$ cat config.mk
export PLATFORM = sky130hd
export DESIGN_NAME = vision_test_ctrl_flat
export DESIGN_NICKNAME = d
export VERILOG_FILES = /design/src/rtl/vision_test_if.sv /design/src/rtl/vision_test_ctrl.sv /design/src/flat_wrapper.sv
export SDC_FILE = /design/constraint.sdc
export NUM_CORES = 1
export LEC_CHECK = 0
export CAP_MARGIN = 5
export CELL_PAD_IN_SITES_DETAIL_PLACEMENT = 1
export CELL_PAD_IN_SITES_GLOBAL_PLACEMENT = 2
export CORE_ASPECT_RATIO = 1.1
export CORE_UTILIZATION = 27
export DETAILED_ROUTE_END_ITERATION = 7
export PLACE_DENSITY = 0.74
export SYNTH_ARGS = -nofsm -noshare
export SYNTH_HDL_FRONTEND = slang
export SYNTH_SLANG_ARGS = --single-unit
$ cat constraint.sdc
create_clock -name clk -period 2 [get_ports clk]
set_input_delay 0.3 -clock clk [delete_from_list [all_inputs] [get_ports clk]]
set_output_delay 0.3 -clock clk [all_outputs]
set_load 0.02 [all_outputs]
$ cat src/rtl/vision_test_if.sv
`default_nettype none
// ============================================================================
// Module   : vision_test_if
// Brief    : Handshake bundle between the vision acuity test controller and
//            its environment (random generator, subject keypad, display).
// Revision : 1.0
// ============================================================================
interface vision_test_if;
  logic       restart;
  logic       dir_valid;
  logic [2:0] dir_in;
  logic [2:0] ran_num;
  logic       ran_req;
  logic [2:0] show_dir;
  logic [3:0] level;
  logic [2:0] trial_cnt;
  logic [2:0] correct_cnt;
  logic       judge_pulse;
  logic       judge_ok;
  logic       test_done;
  logic [3:0] final_level;

  modport master (
    output restart, dir_valid, dir_in, ran_num,
    input  ran_req, show_dir, level, trial_cnt, correct_cnt,
           judge_pulse, judge_ok, test_done, final_level
  );

  modport slave (
    input  restart, dir_valid, dir_in, ran_num,
    output ran_req, show_dir, level, trial_cnt, correct_cnt,
           judge_pulse, judge_ok, test_done, final_level
  );
endinterface
`default_nettype wire

$ cat src/rtl/vision_test_ctrl.sv
`default_nettype none
// ============================================================================
// Module   : vision_test_ctrl
// Brief    : Staircase visual-acuity test sequencer. Optional response timeout
//            enabled by defining RESP_TIMEOUT_EN.
// Revision : 1.0
// ============================================================================
module vision_test_ctrl #(
  parameter int LEVELS      = 10,
  parameter int TRIALS      = 4,
  parameter int PASS_CNT    = 3,
  parameter int TIMEOUT_CYC = 5000
) (
  input  logic         clk,
  input  logic         rst,
  vision_test_if.slave bus
);

  localparam logic [2:0] c_IDLE  = 3'd0;
  localparam logic [2:0] c_DRAW  = 3'd1;
  localparam logic [2:0] c_CAPT  = 3'd2;
  localparam logic [2:0] c_WAIT  = 3'd3;
  localparam logic [2:0] c_JUDGE = 3'd4;
  localparam logic [2:0] c_DONE  = 3'd5;

  localparam logic [3:0] c_TRIALS = 4'(TRIALS);
  localparam logic [3:0] c_PASS   = 4'(PASS_CNT);
  localparam logic [3:0] c_LAST   = 4'(LEVELS - 1);

  logic [2:0] r_state;
  logic [2:0] r_show;
  logic [2:0] r_ans;
  logic [3:0] r_level;
  logic [2:0] r_trial;
  logic [2:0] r_correct;
  logic [3:0] r_final;

  logic       w_ok;
  logic [3:0] w_trial_nx;
  logic [3:0] w_corr_nx;
  logic       w_ran_legal;
  logic       w_dir_legal;
  logic       w_tmo;

  assign w_ok        = (r_ans == r_show);
  assign w_trial_nx  = {1'b0, r_trial} + 4'd1;
  assign w_corr_nx   = {1'b0, r_correct} + {3'b000, w_ok};
  assign w_ran_legal = (bus.ran_num != 3'd0) && (bus.ran_num <= 3'd4);
  assign w_dir_legal = bus.dir_valid && (bus.dir_in != 3'd0) && (bus.dir_in <= 3'd4);

`ifdef RESP_TIMEOUT_EN
  localparam int c_TW = (TIMEOUT_CYC > 1) ? $clog2(TIMEOUT_CYC + 1) : 1;
  logic [c_TW-1:0] r_tmo;

  // Held at zero outside WAIT, so it restarts from zero on every WAIT entry.
  always_ff @(posedge clk or posedge rst) begin
    if (rst)
      r_tmo <= '0;
    else if (r_state != c_WAIT || bus.restart)
      r_tmo <= '0;
    else
      r_tmo <= r_tmo + c_TW'(1);
  end

  assign w_tmo = (r_tmo == c_TW'(TIMEOUT_CYC - 1));
`else
  localparam int c_unused_timeout = TIMEOUT_CYC;
  assign w_tmo = 1'b0;
`endif

  always_ff @(posedge clk or posedge rst) begin
    if (rst) begin
      r_state   <= c_IDLE;
      r_show    <= 3'd0;
      r_ans     <= 3'd0;
      r_level   <= 4'd0;
      r_trial   <= 3'd0;
      r_correct <= 3'd0;
      r_final   <= 4'd0;
    end else if (bus.restart) begin
      r_state   <= c_DRAW;
      r_show    <= 3'd0;
      r_level   <= 4'd0;
      r_trial   <= 3'd0;
      r_correct <= 3'd0;
      r_final   <= 4'd0;
    end else begin
      case (r_state)
        c_DRAW: r_state <= c_CAPT;
        c_CAPT: begin
          if (w_ran_legal) begin
            r_show  <= bus.ran_num;
            r_state <= c_WAIT;
          end else begin
            r_state <= c_DRAW;
          end
        end
        c_WAIT: begin
          if (w_dir_legal) begin
            r_ans   <= bus.dir_in;
            r_state <= c_JUDGE;
          end else if (w_tmo) begin
            // Zero never matches a displayed direction, so a timeout judges wrong.
            r_ans   <= 3'd0;
            r_state <= c_JUDGE;
          end
        end
        c_JUDGE: begin
          r_show    <= 3'd0;
          r_trial   <= w_trial_nx[2:0];
          r_correct <= w_corr_nx[2:0];
          if (w_trial_nx < c_TRIALS) begin
            r_state <= c_DRAW;
          end else if (w_corr_nx >= c_PASS) begin
            r_final <= r_level + 4'd1;
            if (r_level == c_LAST) begin
              r_state <= c_DONE;
            end else begin
              r_level   <= r_level + 4'd1;
              r_trial   <= 3'd0;
              r_correct <= 3'd0;
              r_state   <= c_DRAW;
            end
          end else begin
            r_state <= c_DONE;
          end
        end
        c_IDLE, c_DONE: r_state <= r_state;
        default:        r_state <= c_IDLE;
      endcase
    end
  end

  assign bus.ran_req     = (r_state == c_DRAW);
  assign bus.judge_pulse = (r_state == c_JUDGE);
  assign bus.judge_ok    = (r_state == c_JUDGE) && w_ok;
  assign bus.test_done   = (r_state == c_DONE);
  assign bus.show_dir    = r_show;
  assign bus.level       = r_level;
  assign bus.trial_cnt   = r_trial;
  assign bus.correct_cnt = r_correct;
  assign bus.final_level = r_final;

endmodule
`default_nettype wire

$ cat src/flat_wrapper.sv
// flat-port wrapper written by rule: the top's interface ports become plain ports
module vision_test_ctrl_flat 
#(
  parameter int LEVELS      = 10,
  parameter int TRIALS      = 4,
  parameter int PASS_CNT    = 3,
  parameter int TIMEOUT_CYC = 5000
)
  (clk, rst, bus_restart, bus_dir_valid, bus_dir_in, bus_ran_num, bus_ran_req, bus_show_dir, bus_level, bus_trial_cnt, bus_correct_cnt, bus_judge_pulse, bus_judge_ok, bus_test_done, bus_final_level);
  vision_test_if bus_i ();
  input  logic clk;
  input  logic rst;
  input wire logic [$bits(bus_i.restart)-1:0] bus_restart;
  input wire logic [$bits(bus_i.dir_valid)-1:0] bus_dir_valid;
  input wire logic [$bits(bus_i.dir_in)-1:0] bus_dir_in;
  input wire logic [$bits(bus_i.ran_num)-1:0] bus_ran_num;
  output wire logic [$bits(bus_i.ran_req)-1:0] bus_ran_req;
  output wire logic [$bits(bus_i.show_dir)-1:0] bus_show_dir;
  output wire logic [$bits(bus_i.level)-1:0] bus_level;
  output wire logic [$bits(bus_i.trial_cnt)-1:0] bus_trial_cnt;
  output wire logic [$bits(bus_i.correct_cnt)-1:0] bus_correct_cnt;
  output wire logic [$bits(bus_i.judge_pulse)-1:0] bus_judge_pulse;
  output wire logic [$bits(bus_i.judge_ok)-1:0] bus_judge_ok;
  output wire logic [$bits(bus_i.test_done)-1:0] bus_test_done;
  output wire logic [$bits(bus_i.final_level)-1:0] bus_final_level;
  assign bus_i.restart = bus_restart;
  assign bus_i.dir_valid = bus_dir_valid;
  assign bus_i.dir_in = bus_dir_in;
  assign bus_i.ran_num = bus_ran_num;
  assign bus_ran_req = bus_i.ran_req;
  assign bus_show_dir = bus_i.show_dir;
  assign bus_level = bus_i.level;
  assign bus_trial_cnt = bus_i.trial_cnt;
  assign bus_correct_cnt = bus_i.correct_cnt;
  assign bus_judge_pulse = bus_i.judge_pulse;
  assign bus_judge_ok = bus_i.judge_ok;
  assign bus_test_done = bus_i.test_done;
  assign bus_final_level = bus_i.final_level;
  vision_test_ctrl #(.LEVELS(LEVELS), .TRIALS(TRIALS), .PASS_CNT(PASS_CNT), .TIMEOUT_CYC(TIMEOUT_CYC)) u_core (.clk(clk), .rst(rst), .bus(bus_i));
endmodule
==> results.py, run 1 <==
metrics = {
    "finish": {
        "regArea_um2": 579,
        "drive_gt1_share_pct": 35.9,
        "antenna_cells": 0,
        "multi_input_area_um2": 822,
        "design_area_mm2": 0.00203,
        "nNetsFinal": 197,
        "fill_cells": 511,
        "syn_to_final_growth_pct": 54.6,
    },
    "yosys": {
        "syn_nets": 141,
        "synth-seq-cells": 23,
        "synth.most_common_cell": "dfrtp_1",
        "yosys_warnings": 0,
        "netlist_instances": 126,
        "synth_cell_type_count": 42,
        "yosys.area.top_type": "dfrtp_1",
        "netlist_area_mm2": 0.00131,
        "synth_top_cell_area_share_pct": 43.9,
        "ys.flop_type": "dfrtp_1",
        "async_reset_ff_share_pct": 100,
        "avgSynthCellArea_um2": 10.4,
        "synth-edff-count": 0,
        "synth_common_cells": "23 x dfrtp_1, 16 x nor2_1, 8 x a21oi_1",
        "yosys-top-cells-area": "dfrtp_1 44%, ha_1 4.8%, nor2_1 4.6%",
        "ys_seq_area_share_pct": 43.9,
    },
    "critical_path": {
        "cp-end-kind": "register",
        "critPathSlowestCell": "dfrtp_1",
        "slowest_delay_ns": 0.41,
        "r2r-start": "u_core.r_ans[0]",
        "crit_buf_inv": 0,
        "cp.arrival_ns": 2.35,
        "cp-startpoint": "u_core.r_ans[0]",
        "required_ns": 2.15,
        "path_cells": "xor2_2 > nor3_2 > ha_2 > ha_4 > a21boi_4 > a21oi_2 > o21a_4 > nand4_1 > mux2_4",
        "crit_path_max_fanout": 6,
        "startpoint_type": "register",
        "critPathKind": "reg -> reg",
        "crit_family": "compound AO/OA/AOI/OAI gates",
    },
    "sta": {
        "rsz0062_at_grt": "yes",
        "clock_skew_ns": 0.00658,
        "setup_viol": 14,
        "final_min_period_over_clock_period_pct": 110,
        "relSlewSlack_pct": 74.5,
        "final_hold_viol_count": 0,
        "fin_crit_ns": 2.19,
        "setup_tns_ns": -1.37,
        "timing.fmax_ghz": 0.456,
        "fin_ws_ns": -0.194,
        "report.final.slew_viol_count": 0,
        "worstMarginPinSlew_ns": 0.373,
    },
    "placed_design": {
        "dp_slack_ns": -0.256,
        "gp_congestion": 0.789,
        "dp.final_hpwl_um": 2770,
        "io_buffers": 30,
        "placed_area_mm2": 0.00185,
    },
    "run_status": {
        "status": "finished with violations",
        "violations": "negative setup slack",
    },
    "power_and_ir_drop": {
        "total_power_mw": 1.09,
        "p_leak_nw": 0.869,
        "peakVddDrop_uv": 273,
        "power.density_mw_per_mm2": 537,
    },
    "detailed_routing": {
        "drc": 0,
        "firstDrtPassIters": 4,
        "first_iter_violations": 30,
        "wirelength_um": 3760,
        "routedWlPerCell_um": 15.9,
        "ant_nets": 0,
        "vias": 1169,
        "viasPerCell": 4.93,
    },
    "clock_network": {
        "htree_levels": 1,
        "clock_latency_ns": 0.26,
        "root_buffer": "clkbuf_8",
        "hold_buffers": 0,
        "cts_tree": "done",
        "clkTransAtPathRegs_ns": 0.09,
        "clock_sinks": 23,
        "clock_path_buffers": 2,
        "cts_made_buffers": 3,
    },
    "floorplanning": {
        "die_x_um": 68.4,
        "dieArea_mm2": 0.00513,
        "die_h_um": 75.1,
        "coreArea_mm2": 0.00465,
        "start_util_pct": 28.2,
        "rows": 26,
        "num_io_pins": 31,
    },
    "global_routing": {
        "grt_pass1_wl_um": 5950,
        "grt_usage_pct": 15.6,
        "antenna_found_initial": 0,
        "grt_max_degree": 24,
        "grt_pass1_vias": 1237,
        "grt-ovfl-total": 0,
    },
    "worst_hold_path": {
        "hold_path.class": "in -> async",
    },
    "job": {
        "max_cap_violations": 0,
    },
}
-- registers in the layout (all words and copies together), names as in the netlist --
signal / count
u_core.bus.level: 4
u_core.bus.trial_cnt: 3
u_core.bus.final_level: 4
u_core.r_state: 3
u_core.bus.correct_cnt: 3
u_core.bus.show_dir: 3
u_core.r_ans: 3
-- worst paths after layout --
path                       depth (start not counted)                         to  slack, ns
min                                                3  u_core.bus.final_level[2]       0.38
max                                                9        u_core.bus.level[3]      -0.19
max reg2reg                                        9        u_core.bus.level[3]      -0.19
min in group clk                                   1  u_core.bus.correct_cnt[0]       0.56
min reg2reg                                        1  u_core.bus.correct_cnt[0]       0.56
max in group asynchronous                          3     u_core.bus.show_dir[1]       1.36
-- logic make-up after synthesis --
family	synth area share, %
AND/OR/NAND/NOR	17.4
AO/OA/AOI/OAI	21.1
flip-flops	43.9
buffers and inverters	3.53
XOR/XNOR	4.68
multiplexers	4.58
adder cells (fa/ha/maj)	4.78
-- routing by layer --
layer	global-route usage [%]	wire, µm	vias up
li1	-	-	573
met3	1.82	66	6
met2	29.0	2030	20
met1	18.5	1590	570
met5	0	0	-
met4	4.63	75	0
-- worst min-delay path, stage by stage --
cell	delay [ns]
clkdlybuf4s50_1	0.39
inv_1	0.05
buf_4	0.30
-- layout by cell type (no fill, tap or decap), drive strengths merged, types with 4 or more instances in the layout --
| master | instances |
|---|---|
| a21oi | 8 |
| clkbuf | 6 |
| inv | 4 |
| dfrtp | 23 |
| a211oi | 6 |
| o21ai | 4 |
| clkdlybuf4s50 | 26 |
| nand3 | 5 |
| nor2 | 16 |
| buf | 26 |
| ha | 5 |
| xor2 | 4 |
| mux2 | 5 |
-- timing repair --
action,CTS,global route
pin swaps,12,2
resized for setup,16,8
buffers inserted,5,1
endpoints found under the setup margin,17,17
-- power breakdown --
part           internal [mW]  total [mW]  switching, mW  leakage (nW)
Clock                  0.142       0.289          0.147        0.0228
Combinational          0.144       0.269          0.126         0.540
Sequential             0.496       0.529         0.0329         0.307
Total                  0.782        1.09          0.306         0.869
-- per-stage QoR --
step | util, % | hold slack (ns) | cells
6_report | 43.5 | 0.382 | 237
5_1_grt | 43.5 | 0.393 | 237
4_1_cts | 43.0 | 0.387 | 236
3_5_place_dp | 39.8 | 0.526 | 227
3_3_place_gp | 39.8 | 0.512 | 227
2_1_floorplan | - | 0.302 | 126
-- layout make-up --
cell class              instances  area share (%)
well taps                      56            3.46
inverters                       4           0.741
repair buffers                 56            24.4
clock buffers                   4            2.22
flip-flops and latches         23            28.6
multi-input cells              94            40.6
(Power assumes the default switching activity.)
==> inputs of run 2 (changes only) <==
--- a/config.mk
+++ b/config.mk
@@ -8,10 +8,10 @@
 export CAP_MARGIN = 5
 export CELL_PAD_IN_SITES_DETAIL_PLACEMENT = 1
 export CELL_PAD_IN_SITES_GLOBAL_PLACEMENT = 2
-export CORE_ASPECT_RATIO = 1.1
 export CORE_UTILIZATION = 27
 export DETAILED_ROUTE_END_ITERATION = 7
 export PLACE_DENSITY = 0.74
+export SLEW_MARGIN = 10
 export SYNTH_ARGS = -nofsm -noshare
 export SYNTH_HDL_FRONTEND = slang
 export SYNTH_SLANG_ARGS = --single-unit
==> results.py, run 2 (synthesis results as in run 1) <==
metrics = {
    "global_routing": {
        "grt_pass1_wl_um": 6110,
        "grt-ovfl-total": 0,
        "antenna_found_initial": 0,
        "grt_pass1_vias": 1249,
        "grt_usage_pct": 15.3,
        "grt_max_degree": 24,
    },
    "sta": {
        "worstMarginPinSlew_ns": 0.425,
        "final_min_period_over_clock_period_pct": 107,
        "relSlewSlack_pct": 71.6,
        "rsz0062_at_grt": "yes",
        "report.final.slew_viol_count": 0,
        "final_hold_viol_count": 0,
        "setup_viol": 15,
        "timing.fmax_ghz": 0.468,
        "fin_ws_ns": -0.135,
        "fin_crit_ns": 2.14,
        "clock_skew_ns": 0.00630,
    },
    "critical_path": {
        "path_cells": "xor2_2 > nor3_2 > ha_2 > ha_4 > a21boi_2 > a21oi_2 > o21a_4 > nand4_1 > mux2_4",
        "cp.arrival_ns": 2.29,
        "r2r-start": "u_core.r_ans[0]",
        "crit_path_max_fanout": 5,
        "crit_cells": 9,
        "r2r_setup_slack_ns": -0.14,
        "crit_buf_inv": 0,
        "startpoint_type": "register",
        "slowest_delay_ns": 0.41,
        "cp-startpoint": "u_core.r_ans[0]",
        "endpoint": "u_core.bus.level[3]",
        "critPathKind": "reg -> reg",
        "ff2ff_path_depth": 9,
        "required_ns": 2.15,
        "crit_family": "compound AO/OA/AOI/OAI gates",
        "r2r-end": "u_core.bus.level[3]",
        "cp-end-kind": "register",
        "critPathSlowestCell": "dfrtp_1",
    },
    "placed_design": {
        "dp.final_hpwl_um": 2770,
        "place_inst": 224,
        "io_buffers": 30,
        "placed_area_mm2": 0.00186,
        "gp_congestion": 0.709,
    },
    "finish": {
        "antenna_cells": 0,
        "syn_to_final_growth_pct": 53.5,
        "nNetsFinal": 194,
        "mostFrequentLayoutCells": "26 x clkdlybuf4s50_1, 22 x buf_4, 20 x dfrtp_1, 12 x nor2_1, 6 x a21oi_1",
        "design_area_mm2": 0.00201,
        "drive_gt1_share_pct": 36.0,
        "finalNonFillerCells": 230,
        "fill_cells": 501,
        "layout_commonest_cell": "clkdlybuf4s50_1",
    },
    "power_and_ir_drop": {
        "total_power_mw": 1.04,
        "p_leak_nw": 0.853,
        "peakVddDrop_uv": 237,
        "power.density_mw_per_mm2": 517,
    },
    "floorplanning": {
        "die_h_um": 71.7,
        "die_x_um": 71.7,
        "start_util_pct": 29.1,
        "coreArea_mm2": 0.00450,
        "rows": 24,
        "num_io_pins": 31,
        "dieArea_mm2": 0.00513,
    },
    "clock_network": {
        "root_buffer": "clkbuf_8",
        "clock_latency_ns": 0.26,
        "cts_made_buffers": 3,
        "htree_levels": 1,
        "clock_path_buffers": 2,
        "clkTransAtPathRegs_ns": 0.08,
        "clock_sinks": 23,
        "cts_tree": "done",
    },
    "detailed_routing": {
        "firstDrtPassIters": 3,
        "drc": 0,
        "vias": 1154,
        "first_iter_violations": 27,
        "routedWlPerCell_um": 15.8,
        "viasPerCell": 5.02,
        "ant_nets": 0,
        "wirelength_um": 3620,
    },
    "worst_hold_path": {
        "hold_path.class": "in -> async",
    },
    "run_status": {
        "violations": "negative setup slack",
        "status": "finished with violations",
    },
    "job": {
        "max_cap_violations": 0,
    },
}
## run 2: how the worst min path moves through the flow
stage                    start                        end  slack, ns  depth (start not counted)
6_report                   rst  u_core.bus.final_level[1]       0.38                          3
3_5_place_dp   u_core.r_ans[0]            u_core.r_ans[0]       0.52                          1
5_1_grt                    rst  u_core.bus.final_level[1]       0.38                          3
2_1_floorplan              rst  u_core.bus.correct_cnt[0]       0.30                          1
3_3_place_gp   u_core.r_ans[0]            u_core.r_ans[0]       0.51                          1
4_1_cts                    rst  u_core.bus.final_level[0]       0.39                          3
## run 2: layer usage
layer / vias to the layer above / GRT usage (%) / routed length, µm
li1: 563 / - / -
met4: 0 / 4.58 / 63
met3: 6 / 1.69 / 58
met1: 569 / 19.9 / 1670
met2: 16 / 26.9 / 1830
met5: - / 0 / 0
## run 2: stage by stage
step | setup TNS [ns] | utilization, % | worst slack [ns] | hold slack (ns)
after floorplan | -0.525 | - | -0.149 | 0.302
after global placement | -0.946 | 41.2 | -0.195 | 0.512
after detailed placement | -1.95 | 41.2 | -0.260 | 0.524
after CTS | -1.18 | 44.0 | -0.135 | 0.386
after global routing | -2.81 | 44.6 | -0.266 | 0.384
final | -0.905 | 44.6 | -0.135 | 0.377
## run 2: layout make-up
cell class | count | area (µm²) | share of cell area, %
multi-input combinational | 94 | 828 | 41.2
sequential | 23 | 579 | 28.8
timing repair buffer | 53 | 478 | 23.8
tap | 52 | 65.1 | 3.24
clock buffer | 4 | 45.0 | 2.24
inverter | 4 | 15.0 | 0.747
## run 2: worst min-delay path, delay by kind of cell
family                 cells  cell delay [ns]
buffers and inverters      3             0.74
## run 2: where the power goes
group	switching (mW)	internal [mW]	leakage, nW
clock network	0.141	0.142	0.0228
logic	0.110	0.118	0.523
registers	0.0324	0.496	0.307
## run 2: timing repair
item	4_1_cts	5_1_grt
pin swaps	13	9
hold buffers	0	0
endpoints found under the setup margin	17	17
resized for setup	20	7
setup buffers	2	0
